### src/rtl/uart_loopback_pkg.sv
// Shared types and constants for the UART loopback checker and its UART cores.
package uart_loopback_pkg;

    typedef enum logic [1:0] {IDLE, START, DATA, STOP} bit_state_e;

    localparam int FRAME_BITS = 10;
    localparam int DATA_BITS  = FRAME_BITS - 2;
    localparam int LOG_W      = 16;

endpackage

### src/rtl/uart_core.sv
// One 8N1 UART: independent transmitter and receiver sharing a bit-period parameter.
module uart_core
    import uart_loopback_pkg::*;
#(
    parameter int CLKS_PER_BIT = 217
) (
    input  logic       clk,
    input  logic       rst,
    input  logic       rx,
    output logic       tx,
    input  logic       transmit,
    input  logic [7:0] tx_byte,
    output logic       received,
    output logic [7:0] rx_byte,
    output logic       is_receiving,
    output logic       is_transmitting,
    output logic       recv_error
);

    localparam int               CNT_W     = $clog2(CLKS_PER_BIT + 1);
    localparam logic [CNT_W-1:0] BIT_LAST  = CNT_W'(CLKS_PER_BIT - 1);
    localparam logic [CNT_W-1:0] HALF_LAST = CNT_W'(CLKS_PER_BIT / 2 - 1);
    localparam logic [2:0]       DATA_LAST = 3'(DATA_BITS - 1);

    bit_state_e       tx_state;
    logic [CNT_W-1:0] tx_cnt;
    logic [2:0]       tx_idx;
    logic [7:0]       tx_shift;

    always_ff @(posedge clk) begin
        if (rst) begin
            tx_state        <= IDLE;
            tx_cnt          <= '0;
            tx_idx          <= '0;
            tx_shift        <= '0;
            tx              <= 1'b1;
            is_transmitting <= 1'b0;
        end else begin
            case (tx_state)
                IDLE: begin
                    if (transmit) begin
                        tx_shift        <= tx_byte;
                        tx              <= 1'b0;
                        tx_cnt          <= '0;
                        tx_state        <= START;
                        is_transmitting <= 1'b1;
                    end
                end
                START: begin
                    if (tx_cnt == BIT_LAST) begin
                        tx_cnt   <= '0;
                        tx_idx   <= '0;
                        tx       <= tx_shift[0];
                        tx_state <= DATA;
                    end else begin
                        tx_cnt <= tx_cnt + 1'b1;
                    end
                end
                DATA: begin
                    if (tx_cnt == BIT_LAST) begin
                        tx_cnt <= '0;
                        if (tx_idx == DATA_LAST) begin
                            tx       <= 1'b1;
                            tx_state <= STOP;
                        end else begin
                            tx_idx   <= tx_idx + 1'b1;
                            tx       <= tx_shift[1];
                            tx_shift <= tx_shift >> 1;
                        end
                    end else begin
                        tx_cnt <= tx_cnt + 1'b1;
                    end
                end
                STOP: begin
                    if (tx_cnt == BIT_LAST) begin
                        tx_cnt          <= '0;
                        tx_state        <= IDLE;
                        is_transmitting <= 1'b0;
                    end else begin
                        tx_cnt <= tx_cnt + 1'b1;
                    end
                end
                default: tx_state <= IDLE;
            endcase
        end
    end

    logic             rx_s1, rx_s2, rx_prev;
    bit_state_e       rx_state;
    logic [CNT_W-1:0] rx_cnt;
    logic [2:0]       rx_idx;
    logic [7:0]       rx_shift;

    // Synchronizer flops reset high so a released reset never looks like a start edge.
    always_ff @(posedge clk) begin
        if (rst) begin
            rx_s1        <= 1'b1;
            rx_s2        <= 1'b1;
            rx_prev      <= 1'b1;
            rx_state     <= IDLE;
            rx_cnt       <= '0;
            rx_idx       <= '0;
            rx_shift     <= '0;
            rx_byte      <= '0;
            received     <= 1'b0;
            recv_error   <= 1'b0;
            is_receiving <= 1'b0;
        end else begin
            rx_s1      <= rx;
            rx_s2      <= rx_s1;
            rx_prev    <= rx_s2;
            received   <= 1'b0;
            recv_error <= 1'b0;
            case (rx_state)
                IDLE: begin
                    if (rx_prev && !rx_s2) begin
                        rx_cnt       <= '0;
                        rx_state     <= START;
                        is_receiving <= 1'b1;
                    end
                end
                START: begin
                    if (rx_cnt == HALF_LAST) begin
                        rx_cnt <= '0;
                        rx_idx <= '0;
                        if (rx_s2) begin
                            rx_state     <= IDLE;
                            is_receiving <= 1'b0;
                        end else begin
                            rx_state <= DATA;
                        end
                    end else begin
                        rx_cnt <= rx_cnt + 1'b1;
                    end
                end
                DATA: begin
                    if (rx_cnt == BIT_LAST) begin
                        rx_cnt   <= '0;
                        rx_shift <= {rx_s2, rx_shift[7:1]};
                        if (rx_idx == DATA_LAST) begin
                            rx_state <= STOP;
                        end else begin
                            rx_idx <= rx_idx + 1'b1;
                        end
                    end else begin
                        rx_cnt <= rx_cnt + 1'b1;
                    end
                end
                STOP: begin
                    if (rx_cnt == BIT_LAST) begin
                        rx_cnt       <= '0;
                        rx_state     <= IDLE;
                        is_receiving <= 1'b0;
                        if (rx_s2) begin
                            rx_byte  <= rx_shift;
                            received <= 1'b1;
                        end else begin
                            recv_error <= 1'b1;
                        end
                    end else begin
                        rx_cnt <= rx_cnt + 1'b1;
                    end
                end
                default: rx_state <= IDLE;
            endcase
        end
    end

endmodule

### config.mk
export PLATFORM = sky130hd
export DESIGN_NAME = uart_core
export DESIGN_NICKNAME = d
export VERILOG_FILES = /design/src/rtl/uart_loopback_pkg.sv /design/src/rtl/uart_core.sv
export SDC_FILE = /design/constraint.sdc
export NUM_CORES = 1
export LEC_CHECK = 0
export BUFFER_PORTS_ARGS = -buffer_cell sky130_fd_sc_hd__buf_2
export CAP_MARGIN = 20
export CORE_UTILIZATION = 53
export CTS_CLUSTER_DIAMETER = 100
export DETAILED_ROUTE_END_ITERATION = 8
export PLACE_DENSITY = 0.79
export SKIP_LAST_GASP = 1
export SYNTH_ARGS = -nofsm -noshare
export SYNTH_HDL_FRONTEND = slang
export SYNTH_SLANG_ARGS = --single-unit
### constraint.sdc
create_clock -name clk -period 1.9 [get_ports clk]
set_input_delay 0.19 -clock clk [delete_from_list [all_inputs] [get_ports clk]]
set_output_delay 0.19 -clock clk [all_outputs]
set_load 0.02 [all_outputs]
==> flow_summary.yaml, run 1 <==
run_status:
  status: "finished, final reports clean"
worst_setup_path:
  critPathRequiredTime_ns: 2.18
  crit_chain: "ha_1 -> nand4_1 -> or4_4 -> or3_1 -> a21oi_1"
  cp_data_arrival_time_ns: 2.06
  rr_startpoint: "rx_cnt[0]"
  worst_setup_path_end_kind: "flop"
  regToRegSetupSlack_ns: 0.11
  crit_family: "simple AND/OR/NAND/NOR gates"
  path_depth: 5
  path_buf_inv: 0
  cp_max_fo: 7
  cp_slowest_cell: "or4_4"
  path_class: "reg -> reg"
  slowest_delay_ns: 0.49
  startpoint_type: "flop"
  reg2reg_depth: 5
pwr:
  power.density_nw_per_um2: 1090
  p_sw_share_pct: 32.2
  switching_power_mw: 1.21
  p_comb_share_pct: 28.0
  p_clk_share_pct: 34.2
  ir_drop_v: 0.000966
  p_total_mw: 3.76
  leakage_nw: 1.31
  power.internal_mw: 2.55
  power_frac_seq_pct: 37.8
clock_tree:
  cts_buffers: 9
  cts.sinks: 58
  cts_root_buf: "clkbuf_8"
  postCtsSetupBuffers: 0
  clkLatencyLatePin_ns: 0.34
  ctsHoldBuffers: 0
  htreeDepth: 3
  cts_buffer_depth: 2
  cts_tree: "done"
  clk_pin_slew_ns: 0.07
route:
  dr.pass1.iters: 4
  antenna_left: 0
  route.detailed.drc: 0
  drt_wl_total_um: 6210
  drtIter0Drc: 109
  wl_per_cell_um: 14.1
  vias_per_cell: 5.75
  vias: 2526
floorplan:
  dieArea_um2: 5810
  fp-row-count: 26
  die_y_um: 76.2
  io_pins: 25
  core-area_um2: 5200
  die_w_um: 76.2
  initial_core_util_pct: 56.1
synth:
  syn_area_um2: 2920
  syn_nets: 349
  seq_area_frac_synth_pct: 39.8
  syn_area_per_cell_um2: 9.01
  synth_cells: 324
  ys_types: 50
  ys.flop_type: "dfxtp_1"
  synth_edf_count: 0
  yosys_warnings: 0
  ys_ff_latch: 58
  ys_async_sr_fraction_pct: 0
global_route:
  grt_max_degree: 31
  antenna_found_initial: 0
  grt_pass1_vias: 2352
  grt_pass1_wl_um: 10700
  grt_overflow: 0
  track_usage_pct: 22.8
worst_hold_path:
  min_to: "rx_s1"
  min_from: "rx"
  min_path_cells: 2
  hp-class: "in -> reg"
placement:
  hpwl_um: 4270
  portBuffers: 24
  place.gp.congestion: 0.843
timing:
  skew_ns: 0.00810
  hold_viol: 0
  min_period_ns: 1.79
  setup_tns_ns: 0
  max_freq_mhz: 559
  rsz0062_at_grt: "false"
  post-route-period-util_pct: 94.1
  slew_viol_final: 0
  setup_viol: 0
  worstMarginPinSlew_ns: 0.564
  relSlewSlack_pct: 62.4
final_layout:
  drive_above_1_share_pct: 20.6
  num-nets-final: 389
  final_util_pct: 66.3
  nFillCells: 455
  seq_area_um2: 1160
  area_growth_pct: 18.2
  multi_input_area_um2: 1640
  num_antenna_cells: 0
flow_run:
  maxCapViolCount: 0
## per-stage QoR
stage / hold slack [ns] / instance area [um^2] / setup slack, ns / std cells
finish: 0.0413 / 3450 / 0.113 / 439
detailed placement: 0.397 / 3210 / 0.0375 / 422
CTS: 0.0427 / 3440 / 0.0224 / 438
floorplan: 0.294 / 2920 / 0.0367 / 324
global route: 0.0414 / 3450 / 0.0223 / 439
global placement: 0.374 / 3210 / 0.101 / 422
## routing by layer
layer  up-vias  track usage, %  part of all wire, %
li1       1255               -                    -
met1      1214            28.7                   48
met2        49            37.3                   47
met3         8            5.75                  4.0
met4         0            9.23                  1.3
met5         -               0                    0
## how the worst max path moves through the flow
stage	start	end	slack, ns
2_1_floorplan	tx_state[0]	tx_shift[7]	0.04
3_3_place_gp	rx_cnt[0]	flop	0.10
3_5_place_dp	rx_cnt[0]	flop	0.04
4_1_cts	rx_cnt[0]	flop	0.02
5_1_grt	rx_cnt[0]	rx_cnt[7]	0.02
6_report	rx_cnt[0]	flop	0.11
## synthesized netlist by cell type (5+ instances only)
master     n  share of area [%]
nand2_1   21                2.7
nand2b_1   9                1.9
nand3_1   14                2.4
nor3_1     6                1.0
buf_2      5               0.86
a311oi_1   7                2.1
ha_1      13                5.6
a21oi_1   23                3.9
clkbuf_1  11                1.4
o21ai_0    7                1.2
o221ai_1   5                1.5
nor2b_1    6                1.3
or3_1      5                1.1
mux2i_1   25                8.6
nor2_1    38                4.9
dfxtp_1   58                 40
inv_1      8                1.0
## cells in the final DEF (no fill, tap or decap), drive strengths merged, types with 2 or more instances in the layout
cell type and count:
dfxtp 58, buf 48, nor2 38, mux2i 25
a21oi 23, nand2 21, nand3 14, ha 13
nand2b 9, clkbuf 9, inv 9, o21ai 7
a311oi 7, nor3 7, nor2b 6, or3 5
o221ai 5, and3 4, nand4 4, o211ai 4
xor2 4, or2 4, nor4 4, nand3b 3
a211oi 3, clkinv 3, or4 3, a31oi 2
a22oi 2, o22ai 2, a221o 2, a32oi 2
a21o 2, xnor2 2, bufinv 2
## power by group through the flow
stage | registers (mW) | logic (mW) | clock network (mW)
2_1_floorplan | 1.46 | 0.733 | 0
3_3_place_gp | 1.44 | 0.959 | 0
3_5_place_dp | 1.45 | 0.992 | 0
4_1_cts | 1.42 | 1.00 | 1.31
5_1_grt | 1.45 | 1.16 | 1.37
6_report | 1.42 | 1.05 | 1.29
## final cells by class
class | count | share of cell area (%)
multi-input combinational | 239 | 47.6
sequential | 58 | 33.7
timing repair buffer | 48 | 8.74
clock buffer | 9 | 3.59
clock inverter | 7 | 2.98
tap | 70 | 2.54
inverter | 8 | 0.871
## sequential cells by signal (all words and copies together), names as in the netlist, 2 cells and up, named ones only
signal    count
tx_cnt        8
tx_shift      8
rx_cnt        8
rx_idx        3
rx_byte       8
rx_shift      8
tx_state      2
tx_idx        3
## kinds of logic (layout without fill, tap and decap cells)
| group | count (synthesis) | after routing | synth area share (%) |
|---|---|---|---|
| simple gates | 127 | 127 | 23.6 |
| compound gates | 68 | 68 | 16.6 |
| flops | 58 | 58 | 39.8 |
| buf+inv | 27 | 72 | 4.07 |
| mux | 25 | 25 | 8.58 |
| fa+ha+maj | 13 | 13 | 5.57 |
| xor+xnor | 6 | 6 | 1.80 |
## what timing repair did
action                                  CTS  global route
gates resized for setup                   0             2
endpoints found under the setup margin    0             2
hold endpoints to repair                  0             0
Power figures use the tool's default switching activity.
==> run 2, diff against run 1 <==
- CORE_UTILIZATION: 53 -> 55
- PLACE_DENSITY: 0.79 -> 0.78
- RECOVER_POWER: not set -> 100
- clock period: 1.9 -> 1.8 ns (I/O delays scaled with it)
==> flow_summary.yaml, run 2 (same netlist as run 1, synthesis figures left out) <==
run_status:
  status: "finished, final reports clean"
worst_setup_path:
  slowest_delay_ns: 0.35
  path_class: "reg -> reg"
  worst_setup_path_end_kind: "flop"
  rr_startpoint: "tx_idx[0]"
  cp_slowest_cell: "o41ai_4"
  crit_top_cell: "ha_1"
  startpoint_type: "flop"
  critPathRequiredTime_ns: 2.04
  cp_max_fo: 15
  path_depth: 6
  crit_chain: "ha_1 -> ha_1 -> o41ai_4 -> buf_6 -> a21oi_1 -> a311oi_1"
  reg2reg_depth: 6
  crit_family: "compound AO/OA/AOI/OAI gates"
  cp_data_arrival_time_ns: 1.98
  regToRegSetupSlack_ns: 0.06
  path_buf_inv: 1
  r2r_end: "tx_shift[6]"
worst_hold_path:
  hp-class: "in -> reg"
  min_path_cells: 2
  min_from: "rx"
  min_to: "rx_s1"
pwr:
  ir_drop_v: 0.000774
  power.density_nw_per_um2: 1140
  leakage_nw: 1.39
global_route:
  grt_overflow: 0
  grt_pass1_vias: 2350
  track_usage_pct: 24.7
  grt_max_degree: 34
  grt_pass1_wl_um: 10400
  antenna_found_initial: 0
route:
  met2_wirelength_um: 2970
  route.detailed.drc: 0
  route.met3.wl_um: 333
  wl_per_cell_um: 14.2
  drt_wl_total_um: 6410
  vias_per_cell: 5.82
  vias: 2627
  routedLengthMet1_um: 2990
  antenna_left: 0
  drtIter0Drc: 130
  dr.pass1.iters: 5
  top_layer_used: "met4"
timing:
  setup_viol: 0
  max_freq_mhz: 574
  relSlewSlack_pct: 62.1
  hold_viol: 0
  min_period_ns: 1.74
  rsz0062_at_grt: "true"
  slew_viol_final: 0
  skew_ns: 0.00482
  worstMarginPinSlew_ns: 0.568
  post-route-period-util_pct: 96.9
clock_tree:
  cts_root_buf: "clkbuf_8"
  htreeDepth: 3
  cts_buffers: 9
  cts.sinks: 58
  cts_buffer_depth: 2
  cts_tree: "done"
  clkLatencyLatePin_ns: 0.34
  ctsHoldBuffers: 0
  clk_pin_slew_ns: 0.07
floorplan:
  die_y_um: 74.8
  core-area_um2: 5110
  fp-row-count: 26
  die_w_um: 74.8
  io_pins: 25
  dieArea_um2: 5600
  initial_core_util_pct: 57.1
placement:
  post-place-cells: 432
  portBuffers: 24
  place.gp.congestion: 0.861
  hpwl_um: 4440
  placed_area_um2: 3300
final_layout:
  mostFrequentLayoutCell: "dfxtp_1"
  stdcell_count: 451
  num-nets-final: 401
  fin_area_um2: 3580
  nFillCells: 394
  layout_common_cells: "54 x dfxtp_1, 38 x nor2_1, 35 x buf_4"
  num_antenna_cells: 0
  area_growth_pct: 22.8
  drive_above_1_share_pct: 26.0
  final_util_pct: 70.1
flow_run:
  maxCapViolCount: 0
-- run 2: changes by cell type in the layout (fill, tap and decap cells not counted), moves of 3 or more --
| cell | delta |
|---|---|
| buf_4 | +13 |
| dfxtp_1 | -4 |
| dfxtp_2 | +4 |
| clkbuf_8 | +3 |
| clkinv_4 | -3 |
-- run 2: power breakdown --
group / internal (mW) / total [mW] / switching (mW)
Combinational: 0.514 / 1.15 / 0.637
Sequential: 1.42 / 1.51 / 0.0842
Clock: 0.890 / 1.42 / 0.532
-- run 2: how the worst max path moves through the flow --
stage / start / endpoint / slack (ns)
detailed placement: rx_cnt[0] / flop / 0.02
global placement: rx_cnt[0] / flop / 0.09
finish: tx_idx[0] / tx_shift[6] / 0.06
CTS: rx_cnt[0] / rx_cnt[7] / 0.004
floorplan: tx_cnt[1] / tx_shift[7] / -0.05
global route: tx_idx[0] / tx_shift[1] / -0.04
-- run 2: worst reg2reg max path, stage by stage (launching register included) --
cell and delay, ns:
dfxtp_1 0.33, ha_1 0.20, ha_1 0.22, o41ai_4 0.35
buf_6 0.21, a21oi_1 0.09, a311oi_1 0.25
-- run 2: layout make-up --
cell class                 count  area (um^2)  share of cell area [%]
clock buffer                  12          165                    4.61
clock inverter                 4         72.6                    2.03
inverter                       8         30.0                   0.838
multi-input combinational    239         1670                    46.5
sequential                    58         1170                    32.6
tap                           70         87.6                    2.44
timing repair buffer          60          394                    11.0
-- run 2: layer usage --
metal,global-route usage (%),up-vias
li1,-,1282
met1,32.5,1249
met2,38.9,83
met3,5.22,13
met4,11.5,0
met5,0,-
-- run 2: through the flow --
step	setup TNS, ns	total power, mW	hold WS [ns]	worst slack (ns)
after floorplan	-0.0655	2.33	0.284	-0.0464
after global placement	0	2.57	0.368	0.0932
after detailed placement	0	2.63	0.373	0.0154
after CTS	0	4.04	0.0220	0.00401
after global routing	-0.111	4.27	0.0110	-0.0427
final	0	4.08	0.0279	0.0566
-- run 2: repair_timing --
item | CTS | global route
setup endpoints to repair | 0 | 22
gates resized for setup | 0 | 8
buffers inserted | 0 | 3
==> run 3, diff against run 2 <==
- ABC_AREA: not set -> 1
==> flow_summary.yaml, run 3 <==
global_route:
  grt_pass1_wl_um: 8850
  met1_usage_pct: 25.0
  antenna_found_initial: 0
  grt_overflow: 0
  grt_max_degree: 18
  busiest_layer: "met2"
  gr-usage-met2_pct: 35.0
  grt_pass1_vias: 2161
  track_usage_pct: 20.9
  grtUsageMet3_pct: 7.63
synth:
  synthAdderAreaFrac_pct: 5.61
  synth_xor_area_share_pct: 0.302
  synth_commonest_cells: "87 x nand2_1, 61 x inv_1, 58 x dfxtp_1, 46 x nor2_1, 33 x a21oi_1"
  yosys.area.top_type: "dfxtp_1"
  synth_top_family_by_area: "simple AND/OR/NAND/NOR gates"
  synth_compound_area_share_pct: 13.1
  synth_cells: 406
  ys_types: 35
  seq_area_frac_synth_pct: 40.0
  ys_async_sr_fraction_pct: 0
  yosys.area.top_type_share_pct: 40.0
  synth-simple-area-share_pct: 28.8
  yosys_warnings: 0
  ys_ff_latch: 58
  muxShareOfSynthArea_pct: 2.07
  yosysMostFrequentCell: "nand2_1"
  synth_edf_count: 0
  syn_area_um2: 2900
  syn_area_per_cell_um2: 7.15
  synthTopCellsByArea: "dfxtp_1 40%, nand2_1 11%, inv_1 7.9%"
  syn_nets: 431
  ys.flop_type: "dfxtp_1"
final_layout:
  drive_above_1_share_pct: 12.5
  num_antenna_cells: 0
  nFillCells: 454
  area_growth_pct: 15.8
  layout_common_cells: "87 x nand2_1, 61 x inv_1, 58 x dfxtp_1"
  num-nets-final: 468
  mostFrequentLayoutCell: "nand2_1"
  final_util_pct: 65.8
route:
  antenna_left: 0
  wl_per_cell_um: 10.8
  dr.pass1.iters: 4
  vias: 2554
  route.detailed.drc: 0
  vias_per_cell: 4.93
  drtIter0Drc: 90
  drt_wl_total_um: 5580
worst_setup_path:
  critPathRequiredTime_ns: 2.08
  worst_setup_path_end_kind: "flop"
  rr_startpoint: "tx_state[0]"
  startpoint_type: "flop"
  slowest_delay_ns: 0.34
  path_class: "reg -> reg"
  critPathLaunch: "tx_state[0]"
  cp_max_fo: 9
  crit_chain: "inv_1 -> ha_1 -> nor2_1 -> a21oi_2 -> nand2_2 -> nand2_1 -> inv_1 -> nor2_1"
  cp_data_arrival_time_ns: 1.94
  cp_slowest_cell: "a21oi_2"
floorplan:
  die_y_um: 74.6
  initial_core_util_pct: 56.8
  core-area_um2: 5110
  dieArea_um2: 5570
  io_pins: 25
  fp-row-count: 26
  die_w_um: 74.6
timing:
  max_freq_mhz: 600
  slew_viol_final: 0
  setup_viol: 0
  post-route-period-util_pct: 92.6
  worstMarginPinSlew_ns: 0.800
  rsz0062_at_grt: "true"
  hold_viol: 0
  min_period_ns: 1.67
  skew_ns: 0.00697
  relSlewSlack_pct: 46.7
clock_tree:
  cts_buffers: 9
  cts.sinks: 58
  clk_pin_slew_ns: 0.07
  cts_tree: "done"
  clkLatencyLatePin_ns: 0.34
  htreeDepth: 3
  cts_root_buf: "clkbuf_8"
  cts_buffer_depth: 2
  ctsHoldBuffers: 0
flow_run:
  maxCapViolCount: 0
placement:
  place.gp.congestion: 0.893
  portBuffers: 24
  hpwl_um: 3800
worst_hold_path:
  min_from: "rx"
  hp-class: "in -> reg"
pwr:
  switching_power_mw: 1.30
  ir_drop_v: 0.000618
  p_total_mw: 4.12
  power.density_nw_per_um2: 1230
  p_sw_share_pct: 31.6
  power.internal_mw: 2.82
  leakage_nw: 1.58
  power_frac_seq_pct: 36.3
  p_comb_share_pct: 26.9
  p_clk_share_pct: 36.9
run_status:
  status: "finished, final reports clean"
[run 3: area by class of cell]
type | instances | area [um^2] | area share [%]
inverters | 63 | 236 | 7.04
well taps | 70 | 87.6 | 2.61
clock inverters | 4 | 97.6 | 2.91
repair buffers | 36 | 184 | 5.47
clock buffers | 12 | 155 | 4.62
flip-flops and latches | 58 | 1160 | 34.6
multi-input cells | 275 | 1440 | 42.8
[run 3: stage by stage]
step | TNS (ns) | cells | instance area, um^2 | worst slack [ns] | hold slack [ns]
after global routing | -0.604 | 518 | 3360 | -0.0781 | 0.00401
after floorplan | 0 | 406 | 2900 | 0.293 | 0.284
after detailed placement | 0 | 499 | 3120 | 0.0701 | 0.366
after CTS | 0 | 515 | 3370 | 0.0552 | 0.00358
final | 0 | 518 | 3360 | 0.134 | 0.0190
after global placement | 0 | 499 | 3120 | 0.173 | 0.363
[run 3: per-layer routing]
layer  part of all wire (%)  wire, um
met1                     46      2560
met4                    1.7        93
met5                      0         0
met2                     48      2680
met3                    4.2       236
[run 3: final timing paths]
path / cells after the start / slack, ns / end
max: 8 / 0.13 / tx_shift[5]
min: 2 / 0.02 / rx_s1
max reg2reg: 8 / 0.13 / tx_shift[5]
min reg2reg: 1 / 0.42 / rx_s2
[run 3: critical path, delay by kind of cell (launching register included)]
family / cells / cell delay, ns
flip-flops: 1 / 0.33
buffers and inverters: 2 / 0.14
adder cells (fa/ha/maj): 1 / 0.28
AO/OA/AOI/OAI: 1 / 0.34
AND/OR/NAND/NOR: 4 / 0.50
[run 3: repair_timing]
item	in CTS	in global routing
buffers inserted	0	3
resized for setup	0	1
setup endpoints to repair	0	11
[run 3: power groups by stage]
stage / logic [mW] / registers (mW) / clock network, mW
4_1_cts: 1.07 / 1.49 / 1.55
6_report: 1.11 / 1.49 / 1.52
2_1_floorplan: 0.822 / 1.54 / 0
5_1_grt: 1.27 / 1.52 / 1.60
3_3_place_gp: 1.03 / 1.52 / 0
3_5_place_dp: 1.05 / 1.52 / 0
[run 3: cell families (layout without fill, tap and decap cells)]
family,after synthesis,count (layout)
compound gates,68,68
xor+xnor,1,1
fa+ha+maj,13,13
flops,58,58
simple gates,187,187
buf+inv,73,115
mux,6,6
